### config.mk
export PLATFORM = sky130hd
export DESIGN_NAME = ps2_host_tx
export DESIGN_NICKNAME = d
export VERILOG_FILES = /design/src/rtl/ps2_pkg.sv /design/src/rtl/ps2_line_sync.sv /design/src/rtl/ps2_host_tx.sv
export SDC_FILE = /design/constraint.sdc
export NUM_CORES = 1
export LEC_CHECK = 0
export BUFFER_PORTS_ARGS = -buffer_cell sky130_fd_sc_hd__buf_4
export CAP_MARGIN = 20
export CORE_MARGIN = 10
export CORE_UTILIZATION = 60
export CTS_BUF_LIST = sky130_fd_sc_hd__clkbuf_8
export CTS_CLUSTER_DIAMETER = 40
export CTS_CLUSTER_SIZE = 8
export DETAILED_ROUTE_END_ITERATION = 8
export PLACE_DENSITY = 0.77
export SLEW_MARGIN = 20
export SYNTH_ARGS = -nofsm -noshare
export SYNTH_HDL_FRONTEND = slang
export SYNTH_SLANG_ARGS = --single-unit
### constraint.sdc
create_clock -name clk -period 2.62 [get_ports clk]
set_clock_uncertainty 0.1 [all_clocks]
set_input_delay 0.655 -clock clk [delete_from_list [all_inputs] [get_ports clk]]
set_output_delay 0.655 -clock clk [all_outputs]
set_load 0.02 [all_outputs]
### src/rtl/ps2_pkg.sv
// Shared PS/2 definitions: frame FSM states, frame length and parity helper.
// Used by both the host transmit and device receive paths.
package ps2_pkg;

    typedef enum logic [2:0] {
        IDLE,
        INHIBIT,
        REQ,
        DATA,
        PARITY,
        STOP,
        ACK,
        WAIT_IDLE
    } ps2_state_e;

    localparam int unsigned PS2_FRAME_BITS = 11;

    function automatic logic odd_parity(input logic [7:0] data);
        return ~^data;
    endfunction

endpackage

### src/rtl/ps2_line_sync.sv
// Multi-stage synchronizer with falling-edge detect for one PS/2 line.
// Chain and edge history reset to 1, matching an idle (pulled-up) line.
module ps2_line_sync #(
    parameter int unsigned SYNC_STAGES = 2
) (
    input  logic clk,
    input  logic reset,
    input  logic line_in,
    output logic line_sync,
    output logic line_fe
);

    logic [SYNC_STAGES-1:0] sync_q, sync_d;
    logic                   prev_q, prev_d;

    always_comb begin
        sync_d    = sync_q;
        sync_d[0] = line_in;
        for (int unsigned i = 1; i < SYNC_STAGES; i++) begin
            sync_d[i] = sync_q[i-1];
        end
        prev_d = sync_q[SYNC_STAGES-1];
    end

    always_ff @(posedge clk) begin
        if (!reset) begin
            sync_q <= '1;
            prev_q <= 1'b1;
        end else begin
            sync_q <= sync_d;
            prev_q <= prev_d;
        end
    end

    assign line_sync = sync_q[SYNC_STAGES-1];
    assign line_fe   = prev_q & ~sync_q[SYNC_STAGES-1];

endmodule

### src/rtl/ps2_host_tx.sv
// Host-to-device PS/2 transmitter: request-to-send, frame shift, ack check.
// Define PS2_HOST_TX_TIMEOUT_EN to enable the device-clock watchdog.
module ps2_host_tx
    import ps2_pkg::*;
#(
    parameter int unsigned INHIBIT_CYCLES = 10000,
    parameter int unsigned TIMEOUT_CYCLES = 200000,
    parameter int unsigned SYNC_STAGES    = 2
) (
    input  logic       clk,
    input  logic       reset,
    input  logic       tx_valid,
    input  logic [7:0] tx_data,
    output logic       tx_ready,
    input  logic       ps2_clk_in,
    input  logic       ps2_data_in,
    output logic       ps2_clk_oe,
    output logic       ps2_data_oe,
    output logic       tx_done,
    output logic       tx_err
);

    if (INHIBIT_CYCLES < 2 || TIMEOUT_CYCLES < 2 || SYNC_STAGES < 2) begin : g_param_check
        $error("ps2_host_tx: INHIBIT_CYCLES, TIMEOUT_CYCLES and SYNC_STAGES must be >= 2");
    end

    localparam int unsigned    CNT_W    = $clog2(INHIBIT_CYCLES);
    localparam logic [CNT_W-1:0] INH_LAST = CNT_W'(INHIBIT_CYCLES - 1);
    localparam logic [CNT_W-1:0] INH_DATA = CNT_W'(INHIBIT_CYCLES - 2);

    logic clk_sync, clk_fe;
    logic data_sync, data_fe_unused;

    ps2_line_sync #(.SYNC_STAGES(SYNC_STAGES)) u_clk_sync (
        .clk       (clk),
        .reset     (reset),
        .line_in   (ps2_clk_in),
        .line_sync (clk_sync),
        .line_fe   (clk_fe)
    );

    ps2_line_sync #(.SYNC_STAGES(SYNC_STAGES)) u_data_sync (
        .clk       (clk),
        .reset     (reset),
        .line_in   (ps2_data_in),
        .line_sync (data_sync),
        .line_fe   (data_fe_unused)
    );

    ps2_state_e       state_q, state_d;
    logic [7:0]       byte_q, byte_d;
    logic             parity_q, parity_d;
    logic [CNT_W-1:0] cnt_q, cnt_d;
    logic [2:0]       bitcnt_q, bitcnt_d;
    logic             ok_q, ok_d;
    logic             clk_oe_q, clk_oe_d;
    logic             data_oe_q, data_oe_d;
    logic             done_q, done_d;
    logic             err_q, err_d;
    logic             ready_q, ready_d;

`ifdef PS2_HOST_TX_TIMEOUT_EN
    localparam int unsigned      WD_W    = $clog2(TIMEOUT_CYCLES);
    localparam logic [WD_W-1:0] WD_LAST = WD_W'(TIMEOUT_CYCLES - 1);
    logic [WD_W-1:0] wd_q, wd_d;
`endif

    always_comb begin
        state_d   = state_q;
        byte_d    = byte_q;
        parity_d  = parity_q;
        cnt_d     = cnt_q;
        bitcnt_d  = bitcnt_q;
        ok_d      = ok_q;
        clk_oe_d  = clk_oe_q;
        data_oe_d = data_oe_q;
        done_d    = 1'b0;
        err_d     = 1'b0;
        // Held low through the pulse cycle so tx_ready rises one cycle after it.
        ready_d   = (state_q == IDLE);

        case (state_q)
            IDLE: begin
                clk_oe_d  = 1'b0;
                data_oe_d = 1'b0;
                if (tx_valid && ready_q) begin
                    byte_d   = tx_data;
                    parity_d = odd_parity(tx_data);
                    cnt_d    = '0;
                    clk_oe_d = 1'b1;
                    ready_d  = 1'b0;
                    state_d  = INHIBIT;
                end
            end
            INHIBIT: begin
                cnt_d = cnt_q + 1'b1;
                if (cnt_q == INH_DATA) data_oe_d = 1'b1;
                if (cnt_q == INH_LAST) begin
                    clk_oe_d = 1'b0;
                    state_d  = REQ;
                end
            end
            REQ: begin
                // First device fall already shifts d0, so DATA resumes at bit 1.
                if (clk_fe) begin
                    data_oe_d = ~byte_q[0];
                    bitcnt_d  = 3'd1;
                    state_d   = DATA;
                end
            end
            DATA: begin
                if (clk_fe) begin
                    data_oe_d = ~byte_q[bitcnt_q];
                    bitcnt_d  = bitcnt_q + 3'd1;
                    if (bitcnt_q == 3'd7) state_d = PARITY;
                end
            end
            PARITY: begin
                if (clk_fe) begin
                    data_oe_d = ~parity_q;
                    state_d   = STOP;
                end
            end
            STOP: begin
                if (clk_fe) begin
                    data_oe_d = 1'b0;
                    state_d   = ACK;
                end
            end
            ACK: begin
                if (clk_fe) begin
                    ok_d    = ~data_sync;
                    state_d = WAIT_IDLE;
                end
            end
            WAIT_IDLE: begin
                if (clk_sync && data_sync) begin
                    done_d  = ok_q;
                    err_d   = ~ok_q;
                    state_d = IDLE;
                end
            end
            default: state_d = IDLE;
        endcase

`ifdef PS2_HOST_TX_TIMEOUT_EN
        if (state_q == IDLE || state_q == INHIBIT || clk_fe) begin
            wd_d = '0;
        end else begin
            wd_d = wd_q + 1'b1;
        end
        if (state_q != IDLE && state_q != INHIBIT && !clk_fe && wd_q == WD_LAST) begin
            wd_d      = '0;
            clk_oe_d  = 1'b0;
            data_oe_d = 1'b0;
            done_d    = 1'b0;
            err_d     = 1'b1;
            ready_d   = 1'b0;
            state_d   = IDLE;
        end
`endif
    end

    always_ff @(posedge clk) begin
        if (!reset) begin
            state_q   <= IDLE;
            byte_q    <= '0;
            parity_q  <= 1'b0;
            cnt_q     <= '0;
            bitcnt_q  <= '0;
            ok_q      <= 1'b0;
            clk_oe_q  <= 1'b0;
            data_oe_q <= 1'b0;
            done_q    <= 1'b0;
            err_q     <= 1'b0;
            ready_q   <= 1'b1;
`ifdef PS2_HOST_TX_TIMEOUT_EN
            wd_q      <= '0;
`endif
        end else begin
            state_q   <= state_d;
            byte_q    <= byte_d;
            parity_q  <= parity_d;
            cnt_q     <= cnt_d;
            bitcnt_q  <= bitcnt_d;
            ok_q      <= ok_d;
            clk_oe_q  <= clk_oe_d;
            data_oe_q <= data_oe_d;
            done_q    <= done_d;
            err_q     <= err_d;
            ready_q   <= ready_d;
`ifdef PS2_HOST_TX_TIMEOUT_EN
            wd_q      <= wd_d;
`endif
        end
    end

    assign tx_ready    = ready_q;
    assign ps2_clk_oe  = clk_oe_q;
    assign ps2_data_oe = data_oe_q;
    assign tx_done     = done_q;
    assign tx_err      = err_q;

endmodule

# Word level (Yosys, flattened, before mapping)
# Index checks and enable logic that the tools add are counted.
# word_totals
out_inout_bits	5
elab_cells	87
input_bits	13
register_bits	40
# classes
order_cmp	1
mux	28
bitwise	7
eq_ne	20
n_reduce_logical	15
add_sub_neg	2
# ops
cell	count
$mux W3	11
$eq A14 B14 Y1 const B	2
$pmux W14 S2	1
$pmux W3 S8	1
$ne A2 B2 Y1 const B	9
$eq A3 B3 Y1 const B	5
$add A14 B1 Y14 const B	1
$mux W14	1
$mux W1	10
$reduce_and A9 Y1	1
$reduce_and A2 Y1	4
$reduce_xnor A8 Y1	1
$eq A3 B2 Y1 const B	2
$not A1 Y1	6
$pmux W1 S6	1
$pmux W3 S2	1
$reduce_and A3 Y1	2
$reduce_and A6 Y1	1
$reduce_bool A6 Y1	1
$lt A3 B4 Y1 const B	1
$reduce_bool A2 Y1	2
$add A3 B1 Y3 const B	1
$bmux W1 S3	1
$eq A3 B1 Y1 const B	1
5 further kinds	6

# Logic depth before layout (Yosys ltp)
# Gate-level depths: netlist of the first run.
# depth
word_depth	5
ltp_mapped	6
mapped_depth_nobuf	6

# Cells and area by module
# From an unflattened synthesis of the first run, not the netlist that was laid out.
# unflattened
hier_cells	226
hier_area_um2	1910.6
# modules_own_cells
mod	instances	cells_each	seq_area_each_um2	area_each_um2
ps2_host_tx	1	212	700.7	1740.4
ps2_line_sync	2	7	60.1	85.1

# Worst setup path before layout of the first run
# OpenSTA, ideal clock, no wires.
# synth_path
kind	reg2reg
start	register cnt_q[4]
end	register clk_oe_q (netlist: ps2_clk_oe)
setup_slack_ns	0.727
setup_ns	0.122
stages_incl_launch_ff	6
arrival_ns	1.671
path_cell_list	dfxtp_1 -> clkbuf_1 -> or4_1 -> or4_1 -> a21oi_1 -> o21ai_0
# synth_via
elab_chain_len	3
# synth_rtl
element	line_no	source
start, declared	ps2_host_tx.sv:53	logic [CNT_W-1:0] cnt_q, cnt_d;
start signal, assigned	ps2_host_tx.sv:184	cnt_q <= cnt_d;
$eq A14 B14 Y1	ps2_host_tx.sv:98	if (cnt_q == INH_LAST) begin
$ne A2 B2 Y1 (no line)	--	
$reduce_and A2 Y1 (no line)	--	
end signal, assigned	ps2_host_tx.sv:187	clk_oe_q <= clk_oe_d;
end, declared	ps2_host_tx.sv:56	logic clk_oe_q, clk_oe_d;
# No other way between the ends.
# A chain may end at the register's enable or synchronous reset.

# Worst setup path in the final report of the first run
# layout_path
start	register state_q[1]
end	register cnt_q[11]
# layout_via
elab_chain_len	3
word_cells_on_any_way	6
# layout_rtl
element	line_no	source
start, declared	ps2_host_tx.sv:50	ps2_state_e state_q, state_d;
start signal, assigned	ps2_host_tx.sv:181	state_q <= state_d;
$eq A3 B1 Y1 or $logic_not A3 Y1 (tied branches)	ps2_host_tx.sv:82	case (state_q)
$reduce_bool A2 Y1 (no line) or $ne A2 B1 Y1 (tied branches)	--	
$reduce_and A2 Y1 (no line)	--	
# Parallel ways exist; a longest one is shown, timed or not.

==> impl_results.md, run 1 <==
- Top FF cell, synth: dfxtp_1
- Fmax: 446.2 MHz
- Hold endpoint: u_clk_sync.sync_q[1]
- CTS resizes: 0
- Final setup margin: 0.3791 ns
- Status: completed
- Antenna Nets Post-Route: 0
- Number of flops mapped to enable cells by yosys: 0
- Commonest non-fill, non-tap cell in the layout: dfxtp_1
- Die Footprint: 5858 um2
- Slowest CP cell: or3b_1
- Yosys top cell by area: dfxtp_1
- Post-Route WL: 4301 um
- Proportion of synthesized area in mux cells: 4.566%
- Reg2Reg Setup Slack: 0.38 ns
- Minimum clock period: 2.241 ns
- H-tree levels: 2
- Ant. Diodes: 0
- Pins Over Slew Limit: 0
- Die Span Y: 76.54 um
- TritonRoute pass-1 iters: 4
- Port-buffer cells: 17
- CTS tree: built
- Drt drc: 0
- Asr flop ratio synth: 0%
- Finished Layout Cells: 290
- Hold_buf cts: 0
- Fillers: 270
- Worst-Skew Late Latency: 0.30 ns
- Final hold violations: 0
- Worst R2R End: cnt_q[11]
- Gr ovfl total: 0
- Post-synthesis simple-gate area fraction: 25.64%
- Netlist cell types: 43
- DP Worst Slack: 0.4079 ns
- CP bufs+invs: 0
- Std cell rows: 20
- Total power: 1.401 mW
- HP Start: u_clk_sync.sync_q[0]
- Placer Congestion: 0.8780
- Top delay family on crit path: simple AND/OR/NAND/NOR gates
- Num CTS Buffers: 5
- Pwr/cell area: 640.4 nW/um2
- Xor-xnor portion of the synthesized cell area: 3.196%
- Critical-path cell list: or3b_1, or3_4, or3_1, a21oi_1
- Synth Area in Adders: 2.609%
- Chip width: 76.54 um
- Most frequent cells in the layout: dfxtp_1 (40), a21oi_1 (29), nand2_1 (26)
- Wire length per cell: 14.83 um
- Critical path's largest stage delay: 0.62 ns
- Post-synthesis cell area: 1918 um2
- HPWL Detailed: 3105 um
- Synth Area in Compound Gates: 18.07%
- Largest family of logic cells by synthesized area: simple AND/OR/NAND/NOR gates
- Layout cell share with drive strength beyond 1: 15.04%
- Headroom to the max-slew limit: 58.28%
- Fin nets: 262
- WHS Path Cells: 1
- Worst-case reg-to-reg path depth: 4
- Core ar.: 3053 um2
- Critical Path AT: 2.37 ns
- CP Launch Type: register
- Final Setup Violations: 0
- Pin count of the biggest net entering global routing: 20
- Peak supply drop: 0.5420 mV
- Setup_tns: 0 ns
- Post-Synthesis Cells: 230
- Lkg Pwr: 0.7632 nW
- Vias per inst: 6.059
- YS warnings: 0
- Register area: 800.8 um2
- Placed Cells: 282
- Seq/Total Area, Yosys: 41.75%
- Final period utilization: 85.53%
- Critical Path Fanout Max: 16
- Vias in the first global route: 1649
- Starting Density: 62.83%
- I/O pin cnt: 18
- Slew @ Worst Pin: 0.6250 ns
- Crit path required time: 2.75 ns
- Syn-to-layout area delta: 14.09%
- Syn nets: 247
- # clock sinks: 40
- Clock transition at path regs: 0.08 ns
- FF-to-FF Start: state_q[1]
- Root Driver: clkbuf_8
- Synth top area share: 41.75%
- Multi-input logic area: 1037 um2
- WHS: 0.3110 ns
- Global-route wire length before repair: 7383 um
- Mapped Avg Cell Area: 8.340 um2
- Initial antenna violation count: 0
- Unrepaired setup endpoints after global routing: no
- Crit path capture type: register
- Clock Tree Buf Depth: 2
- WS Path Type: reg2reg
- Synthesized flop and latch total: 40
- GRT Resource Usage Total: 15.10%
- Synth top area cells: dfxtp_1 (42%), a21oi_1 (7.6%), nand2_1 (5.1%), o21ai_0 (3.4%), nand3_1 (2.9%)
- Vias post-DR: 1757
- Number of DRC markers in iteration 0: 184
- Max-Cap Viols: 0
- Hold Path Class: reg2reg
- Setup Buffers After CTS: 0
## area by class of cell
type                    count  share of cell area, %
multi-input cells         169                  47.40
flip-flops and latches     40                  36.59
repair buffers             21                  7.204
inverters                   8                  1.372
clock buffers               5                  3.145
well taps                  44                  2.516
clock inverters             3                  1.772
## worst reg2reg max path, stage by stage (launching register included)
cell     delay (ns)
dfxtp_1        0.45
or3b_1         0.62
or3_4          0.50
or3_1          0.36
a21oi_1        0.14
## synthesized netlist by cell type, types with 3 or more instances
library cell	instances
o21ai_0	13
inv_1	8
nand2b_1	7
o211ai_1	3
nand4_1	7
clkbuf_1	12
nor2_1	13
nand2_1	26
nor3_1	3
or2_2	3
a21oi_1	29
nor4_1	4
ha_1	4
nand3_1	11
xnor2_1	6
or3_1	4
or4_1	5
dfxtp_1	40
## where the power goes
part	switching, mW	leakage (nW)	total [mW]	internal, mW
Sequential	0.0264	0.326	0.667	0.641
Clock	0.209	0.0593	0.488	0.279
Combinational	0.151	0.378	0.246	0.0955
Total	0.386	0.763	1.40	1.01
## worst max-delay path by stage
stage / end / slack, ns / depth (start not counted) / from
after floorplan: ps2_clk_oe / 0.73 / 5 / cnt_q[4]
after global placement: cnt_q[11] / 0.49 / 4 / state_q[2]
after detailed placement: cnt_q[11] / 0.41 / 4 / state_q[2]
after CTS: cnt_q[11] / 0.40 / 4 / state_q[1]
after global routing: cnt_q[11] / 0.27 / 4 / state_q[1]
final: cnt_q[11] / 0.38 / 4 / state_q[1]
## per-layer routing
metal	share of wire (%)	routed length, um	vias up	GRT usage, %
li1	-	-	861	-
met2	49	2090	67	23.98
met1	43	1845	820	17.93
met4	1.7	72	0	6.691
met5	0	0	-	0
met3	6.8	292	9	5.189
## stage by stage
step / util (%) / instance area, um2
floorplan: - / 1918
global placement: 68.16 / 2081
detailed placement: 68.16 / 2081
CTS: 71.68 / 2188
global route: 71.68 / 2188
finish: 71.68 / 2188
## registers in the layout (all words and copies together), names as in the netlist, 2 cells and up
| signal | flops |
|---|---|
| bitcnt_q | 3 |
| cnt_q | 14 |
| state_q | 3 |
| u_data_sync.sync_q | 2 |
| byte_q | 8 |
| u_clk_sync.sync_q | 2 |
## cells by family (layout without fill, tap and decap cells)
logic type,Yosys count,in the layout
DFF,40,40
adders and majority gates,4,4
AOI/OAI and AO/OA,59,59
muxes,6,6
xor gates and xnor gates,7,7
buffers and inverters,21,37
and+or+nand+nor,93,93
Note: power is estimated with default switching activity, not from simulation.
==> inputs of run 2 (changes only) <==
Settings changed: CORE_MARGIN 10 to 2.
==> run 2 against run 1 <==
Routed wire length down 0.77%. Worst hold slack about the same. Sequential power barely moved. Register-to-register slack worse by 0.02 ns. Utilization up 0.61 points. Cell count stayed put. Sequential share of layout area decreased by 0.31 points. Largest power group unchanged.
==> impl_results.md, run 2 (same netlist as run 1, synthesis figures left out) <==
- Status: completed
- Placed Area: 2081 um2
- Regs by FF count: cnt_q: 14 flops, byte_q: 8 flops
- Drt drc: 0
- Setup Buffers After CTS: 0
- HPWL Detailed: 3042 um
- Largest register FFs: 14
- Placer Congestion: 0.8528
- Critical Path AT: 2.39 ns
- Vias post-DR: 1781
- Final Setup Violations: 0
- Minimum clock period: 2.257 ns
- Worst-Skew Late Latency: 0.29 ns
- Num CTS Buffers: 5
- Std cell rows: 20
- Initial antenna violation count: 0
- CTS resizes: 0
- Final period utilization: 86.16%
- Post-Route WL: 4268 um
- Final core utilization: 72.30%
- WS Path Type: reg2reg
- Lkg Pwr: 0.7684 nW
- FF-to-FF Start: state_q[2]
- GRT Resource Usage Total: 26.37%
- Die Footprint: 3665 um2
- Fmax: 443.0 MHz
- Syn-to-layout area delta: 15.07%
- Die Span Y: 60.54 um
- Slew @ Worst Pin: 0.6449 ns
- Final hold violations: 0
- Peak supply drop: 0.4810 mV
- Hold Path Class: reg2reg
- Root Driver: clkbuf_8
- Clock transition at path regs: 0.07 ns
- Worst Setup SP: state_q[2]
- Antenna Nets Post-Route: 0
- Most flops, register: cnt_q
- Fin nets: 262
- Worst-case reg-to-reg path depth: 4
- Layout cell share with drive strength beyond 1: 15.45%
- H-tree levels: 2
- Ant. Diodes: 0
- Post-route cell area: 2207 um2
- Hold_buf cts: 0
- Fillers: 259
- CP Launch Type: register
- Pwr/cell area: 661.3 nW/um2
- CTS tree: built
- Headroom to the max-slew limit: 56.96%
- Port-buffer cells: 17
- TritonRoute pass-1 iters: 4
- Vias per inst: 6.141
- Wire length per cell: 14.72 um
- Crit path to: cnt_q[11]
- Most frequent cells in the layout: dfxtp_1 (40), a21oi_1 (29), nand2_1 (26)
- Pin count of the biggest net entering global routing: 20
- Commonest non-fill, non-tap cell in the layout: dfxtp_1
- Gr ovfl total: 0
- Crit path capture type: register
- Crit path required time: 2.75 ns
- Worst R2R End: cnt_q[11]
- Starting Density: 62.83%
- Chip width: 60.54 um
- Max-Cap Viols: 0
- Unrepaired setup endpoints after global routing: no
- # clock sinks: 40
- Critical Path Fanout Max: 15
- Vias in the first global route: 1663
- Reg2Reg Setup Slack: 0.36 ns
- Number of DRC markers in iteration 0: 182
- Pins Over Slew Limit: 0
- Total power: 1.460 mW
- Setup_tns: 0 ns
- Global-route wire length before repair: 7065 um
- Core ar.: 3053 um2
- I/O pin cnt: 18
- Clock Tree Buf Depth: 2
[run 2: worst min path at each step]
stage,depth (start not counted),slack (ns),to,from
after floorplan,1,0.29,u_clk_sync.sync_q[1],u_clk_sync.sync_q[0]
after global placement,1,0.29,u_clk_sync.sync_q[1],u_clk_sync.sync_q[0]
after detailed placement,1,0.30,u_clk_sync.sync_q[1],u_clk_sync.sync_q[0]
after CTS,1,0.32,u_clk_sync.sync_q[1],u_clk_sync.sync_q[0]
after global routing,1,0.34,u_clk_sync.sync_q[1],u_clk_sync.sync_q[0]
final,1,0.31,u_clk_sync.sync_q[1],u_clk_sync.sync_q[0]
[run 2: area by class of cell]
class	count	area [um2]	area share, %
inverter	8	30.03	1.361
timing repair buffer	21	157.7	7.143
sequential	40	800.8	36.28
clock buffer	7	96.34	4.365
clock inverter	1	30.03	1.361
tap	44	55.05	2.494
multi-input combinational	169	1037	47.00
[run 2: worst max-delay path, stage by stage, from the launching register on]
cell     delay [ns]
dfxtp_1        0.44
or3b_1         0.64
or3_4          0.50
or3_1          0.37
a21oi_1        0.14
[run 2: metal layers]
layer / share of wire (%) / track usage [%] / routed length, um / vias to the layer above
met5: 0 / 0 / 0 / -
met1: 43 / 33.64 / 1855 / 847
met2: 48 / 40.99 / 2037 / 63
li1: - / - / - / 859
met3: 6.3 / 7.889 / 271 / 12
met4: 2.4 / 12.73 / 103 / 0
[run 2: metrics by stage]
step	instances	hold slack, ns	setup WS, ns
global route	290	0.3379	0.2917
global placement	282	0.2882	0.4841
CTS	290	0.3163	0.3882
finish	290	0.3111	0.3626
floorplan	230	0.2863	0.7271
detailed placement	282	0.2976	0.4093
[run 2: where the power goes]
group,switching (mW),internal (mW)
Combinational,0.151,0.0956
Clock,0.209,0.336
Sequential,0.0273,0.641
